[src/rtl/ram_access_arbiter_pkg.sv]
// Shared types and constants for the two-client RAM access arbiter.
// No logic; imported by the arbiter top and its round-robin grant block.
package ram_access_arbiter_pkg;

    typedef enum logic {
        ST_CLEAR = 1'b0,
        ST_SERVE = 1'b1
    } state_e;

    localparam int NUM_CLIENTS = 2;
    localparam int CLIENT_ID_W = 1;
    localparam int RD_LATENCY  = 2;

endpackage

[src/rtl/ram_access_arbiter_rr.sv]
// Two-input round-robin grant, combinational; en masks all grants.
// Latency 0; the last-grant pointer moves only when a grant is given (valid is implied).
module rr_arbiter2 (
    input  logic       clk,
    input  logic       rst,
    input  logic       en,
    input  logic [1:0] req,
    output logic [1:0] gnt
);

    logic last_q;
    logic last_d;

    always_comb begin
        gnt    = 2'b00;
        last_d = last_q;
        if (en) begin
            case (req)
                2'b01:   gnt = 2'b01;
                2'b10:   gnt = 2'b10;
                2'b11:   gnt = last_q ? 2'b01 : 2'b10;
                default: gnt = 2'b00;
            endcase
        end
        // gnt is only ever set for a valid requester, so any grant is a transfer
        if (gnt != 2'b00) begin
            last_d = gnt[1];
        end
    end

    always_ff @(posedge clk or posedge rst) begin
        if (rst) begin
            last_q <= 1'b1;
        end else begin
            last_q <= last_d;
        end
    end

endmodule

[src/rtl/ram_access_arbiter.sv]
// Shares one simple-dual-port RAM between two clients after a zero-fill pass.
// Read latency 2 cycles from grant; one grant per cycle; no response backpressure.
module ram_access_arbiter
    import ram_access_arbiter_pkg::*;
#(
    parameter int ADDR_WIDTH = 8,
    parameter int DATA_WIDTH = 32
) (
    input  logic                  clk,
    input  logic                  rst,
    input  logic                  clear_req,
    output logic                  init_done,
    input  logic [1:0]            req_valid,
    output logic [1:0]            req_ready,
    input  logic [1:0]            req_we,
    input  logic [ADDR_WIDTH-1:0] req_addr0,
    input  logic [ADDR_WIDTH-1:0] req_addr1,
    input  logic [DATA_WIDTH-1:0] req_wdata0,
    input  logic [DATA_WIDTH-1:0] req_wdata1,
    output logic [1:0]            rsp_valid,
    output logic [DATA_WIDTH-1:0] rsp_data,
    output logic                  ram_wr_en,
    output logic                  ram_wr_clk_en,
    output logic [ADDR_WIDTH-1:0] ram_wr_addr,
    output logic [DATA_WIDTH-1:0] ram_wr_data,
    output logic [ADDR_WIDTH-1:0] ram_rd_addr,
    input  logic [DATA_WIDTH-1:0] ram_rd_data
);

    state_e state_q, state_d;
    // extra MSB marks "every address written"; the pass then spends one cycle handing over
    logic [ADDR_WIDTH:0]   clr_cnt_q, clr_cnt_d;
    logic                  wr_en_q, wr_en_d;
    logic [ADDR_WIDTH-1:0] wr_addr_q, wr_addr_d;
    logic [DATA_WIDTH-1:0] wr_data_q, wr_data_d;
    logic [ADDR_WIDTH-1:0] rd_addr_q, rd_addr_d;
    logic [RD_LATENCY-1:0]                  tag_vld_q, tag_vld_d;
    logic [RD_LATENCY-1:0][CLIENT_ID_W-1:0] tag_id_q, tag_id_d;

    logic                   arb_en;
    logic [1:0]             gnt;
    logic [CLIENT_ID_W-1:0] sel;
    logic                   rd_issue;

    assign arb_en = (state_q == ST_SERVE);

    rr_arbiter2 u_rr (
        .clk (clk),
        .rst (rst),
        .en  (arb_en),
        .req (req_valid),
        .gnt (gnt)
    );

    assign sel = gnt[1];

    always_comb begin
        state_d   = state_q;
        clr_cnt_d = clr_cnt_q;
        wr_en_d   = 1'b0;
        wr_addr_d = wr_addr_q;
        wr_data_d = wr_data_q;
        rd_addr_d = rd_addr_q;
        rd_issue  = 1'b0;
        case (state_q)
            ST_CLEAR: begin
                if (!clr_cnt_q[ADDR_WIDTH]) begin
                    wr_en_d   = 1'b1;
                    wr_addr_d = clr_cnt_q[ADDR_WIDTH-1:0];
                    wr_data_d = '0;
                    clr_cnt_d = clr_cnt_q + 1'b1;
                end else begin
                    state_d = ST_SERVE;
                end
            end
            ST_SERVE: begin
                if (gnt != 2'b00) begin
                    if (req_we[sel]) begin
                        wr_en_d   = 1'b1;
                        wr_addr_d = sel ? req_addr1 : req_addr0;
                        wr_data_d = sel ? req_wdata1 : req_wdata0;
                    end else begin
                        rd_addr_d = sel ? req_addr1 : req_addr0;
                        rd_issue  = 1'b1;
                    end
                end
                // a command granted alongside clear_req still lands ahead of the first clear write
                if (clear_req) begin
                    state_d   = ST_CLEAR;
                    clr_cnt_d = '0;
                end
            end
            default: state_d = ST_CLEAR;
        endcase
        tag_vld_d = {tag_vld_q[RD_LATENCY-2:0], rd_issue};
        tag_id_d  = {tag_id_q[RD_LATENCY-2:0], sel};
    end

    always_ff @(posedge clk or posedge rst) begin
        if (rst) begin
            state_q   <= ST_CLEAR;
            clr_cnt_q <= '0;
            wr_en_q   <= 1'b0;
            wr_addr_q <= '0;
            wr_data_q <= '0;
            rd_addr_q <= '0;
            tag_vld_q <= '0;
            tag_id_q  <= '0;
        end else begin
            state_q   <= state_d;
            clr_cnt_q <= clr_cnt_d;
            wr_en_q   <= wr_en_d;
            wr_addr_q <= wr_addr_d;
            wr_data_q <= wr_data_d;
            rd_addr_q <= rd_addr_d;
            tag_vld_q <= tag_vld_d;
            tag_id_q  <= tag_id_d;
        end
    end

    always_comb begin
        rsp_valid = 2'b00;
        if (tag_vld_q[RD_LATENCY-1]) begin
            rsp_valid[tag_id_q[RD_LATENCY-1]] = 1'b1;
        end
    end

    assign init_done     = (state_q == ST_SERVE);
    assign req_ready     = gnt;
    assign rsp_data      = ram_rd_data;
    assign ram_wr_en     = wr_en_q;
    assign ram_wr_clk_en = wr_en_q;
    assign ram_wr_addr   = wr_addr_q;
    assign ram_wr_data   = wr_data_q;
    assign ram_rd_addr   = rd_addr_q;

endmodule
[config.mk]
export PLATFORM = sky130hd
export DESIGN_NAME = ram_access_arbiter
export DESIGN_NICKNAME = d
export VERILOG_FILES = /design/src/rtl/ram_access_arbiter_pkg.sv /design/src/rtl/ram_access_arbiter_rr.sv /design/src/rtl/ram_access_arbiter.sv
export SDC_FILE = /design/constraint.sdc
export NUM_CORES = 1
export LEC_CHECK = 0
export BUFFER_PORTS_ARGS = -buffer_cell sky130_fd_sc_hd__buf_2
export CAP_MARGIN = 20
export CORE_MARGIN = 2
export CORE_UTILIZATION = 43
export CTS_CLUSTER_SIZE = 10
export DETAILED_ROUTE_END_ITERATION = 10
export GPL_TIMING_DRIVEN = 0
export PLACE_DENSITY_LB_ADDON = 0.05
export SLEW_MARGIN = 5
export SYNTH_ARGS = -nofsm -noshare
export SYNTH_HDL_FRONTEND = slang
export SYNTH_SLANG_ARGS = --single-unit
[constraint.sdc]
create_clock -name clk -period 2.2 [get_ports clk]
set_clock_uncertainty 0.2 [all_clocks]
set_input_delay 0.22 -clock clk [delete_from_list [all_inputs] [get_ports clk]]
set_output_delay 0.22 -clock clk [all_outputs]
set_load 0.05 [all_outputs]
==> flow_metrics.py <==
metrics = {
    "place": {
        "dpl.hpwl_mm": 6.46,
        "gp_congestion": 0.742,
        "post-place-ws_ns": 0.115,
        "dpl_cell_area_um2": 4350,
        "port-buffer-count": 173,
    },
    "yosys": {
        "synth_ff_type": "dfrtp_1",
        "synth-compound-area-share": 0.0824,
        "yosys_warnings": 0,
        "netlist_instances": 312,
        "synth_cell_types": 34,
        "yosys.area_share.simple": 0.0996,
        "synth-edff-count": 0,
        "syn_area_um2": 3350,
        "netlist_top_cells_count": "mux2i_1, dfrtp_1, nand2_1",
        "synthMuxAreaShare": 0.215,
        "synth_top_area_cell": "dfrtp_1",
        "synthMostInstantiatedCell": "mux2i_1",
        "synth_top_family_by_area": "multiplexers",
        "synth_fa_ha_area_frac": 0.00373,
        "syn_nets": 432,
        "synthArstFlopShare": 1.00,
        "synthTopCellsByArea": "dfrtp_1, mux2i_1, buf_4",
        "synth_xor_xnor_area_share": 0,
        "avgSynthCellArea_um2": 10.8,
        "ys_ff_latch": 64,
        "seq_area_frac_synth": 0.478,
        "synth_top_area_frac": 0.470,
    },
    "worst_setup_path": {
        "cp_max_fo": 12,
        "rrSetupSlack_ns": 0.08,
        "crit_chain": "a21boi_2 > buf_6 > nand2_8 > mux2i_1 > dlygate4sd3_1 > mux2i_1",
        "ff2ff_path_depth": 6,
        "endpoint_kind": "register",
        "startpoint_type": "register",
        "crit_end": "ram_wr_data[26]$_DFFE_PP0P_",
        "cpMostUsedCell": "mux2i_1",
        "r2r_end": "ram_wr_data[26]$_DFFE_PP0P_",
        "r2r-start": "u_rr.last_q$_DFFE_PP1P_",
        "critPathLaunch": "u_rr.last_q$_DFFE_PP1P_",
        "required_ns": 2.21,
        "criticalPathCategory": "reg -> reg",
        "max_stage_delay_ns": 0.58,
        "slowest_stage": "dlygate4sd3_1",
        "crit_arrival_ns": 2.13,
    },
    "floorplanning": {
        "rows": 32,
        "die_w_um": 92.3,
        "coreArea_um2": 7650,
        "start_util": 0.439,
        "die-area_um2": 8520,
        "boundaryPins": 206,
        "die_h_um": 92.3,
    },
    "routing": {
        "drc": 0,
        "vias": 3037,
        "routed_wl_mm": 8.87,
        "final_antenna_net_count": 0,
        "via_per_inst": 4.68,
        "dr.first_iter.drc_count": 83,
        "drtPass1Iterations": 4,
        "routedWlPerCell_um": 13.7,
    },
    "clock_network": {
        "path_clk_slew_ns": 0.07,
        "cts_buffers": 9,
        "clk_latency_ns": 0.33,
        "cts_max_level": 3,
        "clock_path_buffers": 2,
        "cts_tree": "built",
        "clock_sinks": 64,
        "cts-root-buf": "clkbuf_8",
    },
    "sta": {
        "period_needed_ns": 2.12,
        "fin_crit_sh": 0.963,
        "finalWorstSetupSlack_ns": 0.0809,
        "fmax_mhz": 472,
        "slew_headroom": 0.474,
        "fin_setup_tns_ns": 0,
        "whs_ns": -0.00141,
        "worstMarginPinSlew_ns": 0.789,
        "hold_viol_final": 1,
        "drv_slew": 0,
        "finalSetupViolCount": 0,
        "rsz0062_at_grt": "no",
    },
    "grt": {
        "grt_max_degree": 65,
        "antenna_found_initial": 0,
        "grt_pass1_wl_mm": 14.2,
        "overflow": 0,
        "grtUsageTotal": 0.212,
        "grt_pass1_vias": 2947,
    },
    "run": {
        "max_cap_violations": 0,
    },
    "cells_and_area": {
        "final_layout_size_suffix_gt1_frac": 0.448,
        "diodes": 0,
        "area_delta_synth_final_pct": 50.5,
        "layout.nets": 662,
        "final_util": 0.660,
        "final_cell_area_um2": 5050,
    },
    "worst_hold_path": {
        "min_path_type": "in -> reg",
        "hold_depth": 3,
    },
    "run_status": {
        "status": "finished with violations",
        "violations": "hold timing",
    },
    "power": {
        "p_leak_uw": 0.00284,
        "p_per_area_nw_per_um2": 847,
        "irDropWorstVdd_v": 0.000504,
    },
}
-- cells by family after synthesis --
| group | Yosys count |
|---|---|
| multiplexers | 72 |
| flip-flops | 64 |
| adder cells (fa/ha/maj) | 1 |
| AO/OA/AOI/OAI | 40 |
| AND/OR/NAND/NOR | 74 |
| buffers and inverters | 61 |
-- worst min path at each step --
stage                                       end              startpoint  slack [ns]
floorplan               u_rr.last_q$_DFFE_PP1P_            req_valid[0]        0.09
CTS                 ram_wr_data[29]$_DFFE_PP0P_          req_wdata1[29]      0.0006
finish              ram_wr_data[30]$_DFFE_PP0P_          req_wdata0[30]      -0.001
global placement         tag_vld_q[1]$_DFF_PP0_  tag_vld_q[0]$_DFF_PP0_        0.13
detailed placement       tag_vld_q[1]$_DFF_PP0_  tag_vld_q[0]$_DFF_PP0_        0.14
global route         ram_wr_data[3]$_DFFE_PP0P_           req_wdata1[3]       0.006
-- power by group --
part	internal, uW	total [uW]	switching, uW
Combinational	523	1580	1060
Sequential	1380	1520	137
Clock	733	1170	440
-- sequential cells by signal, summed over array words and instances, names as in the netlist --
name,count
ram_wr_data,32
clr_cnt_q,9
ram_rd_addr,8
ram_wr_addr,8
tag_vld_q,2
init_done,1
ram_wr_clk_en,1
tag_id_d,1
tag_id_q,1
u_rr.last_q,1
-- timing repair --
item,4_1_cts,5_1_grt
setup buffers,0,5
setup endpoints to repair,1,5
hold endpoints to repair,85,0
gates resized for setup,1,1
hold buffers,42,0
-- per-layer routing --
metal / track usage / routed length, um
met1: 0.275 / 3940
met2: 0.359 / 4340
met3: 0.0382 / 513
met4: 0.0672 / 82
met5: 0 / 0
-- final cells by class --
type                       count  area, um^2
clock buffer                  14         173
clock inverter                 2        60.1
timing repair buffer         220        1330
sequential                    64        1600
fill                         641        2600
inverter                      11        43.8
tap                          102         128
multi-input combinational    187        1350
buffer                        49         362
-- through the flow --
step / power [uW] / std cells
6_report: 4270 / 649
2_1_floorplan: 2630 / 312
5_1_grt: 4490 / 649
4_1_cts: 4290 / 644
3_5_place_dp: 3030 / 587
3_3_place_gp: 3010 / 587
-- critical path, delay by kind of cell (launching register included) --
kind | cells | cell delay [ns]
buffers and inverters | 2 | 0.75
AND/OR/NAND/NOR | 1 | 0.13
flip-flops | 1 | 0.56
multiplexers | 2 | 0.29
AO/OA/AOI/OAI | 1 | 0.07
-- cell usage in the layout, fill, tap and decap left out, types with 3 or more instances in the layout --
cell           instances
buf_2                175
buf_4                 43
a221oi_1               7
and3_1                 4
clkbuf_1               5
inv_1                 10
clkbuf_8              12
nor2b_1                5
buf_6                  4
nor2_1                10
dlygate4sd3_1         42
a31oi_1                4
mux2i_1               72
dfrtp_1               63
a22o_1                 3
o21ai_0               16
nand2_1               45
No activity file was read; power rests on OpenSTA's default activity.
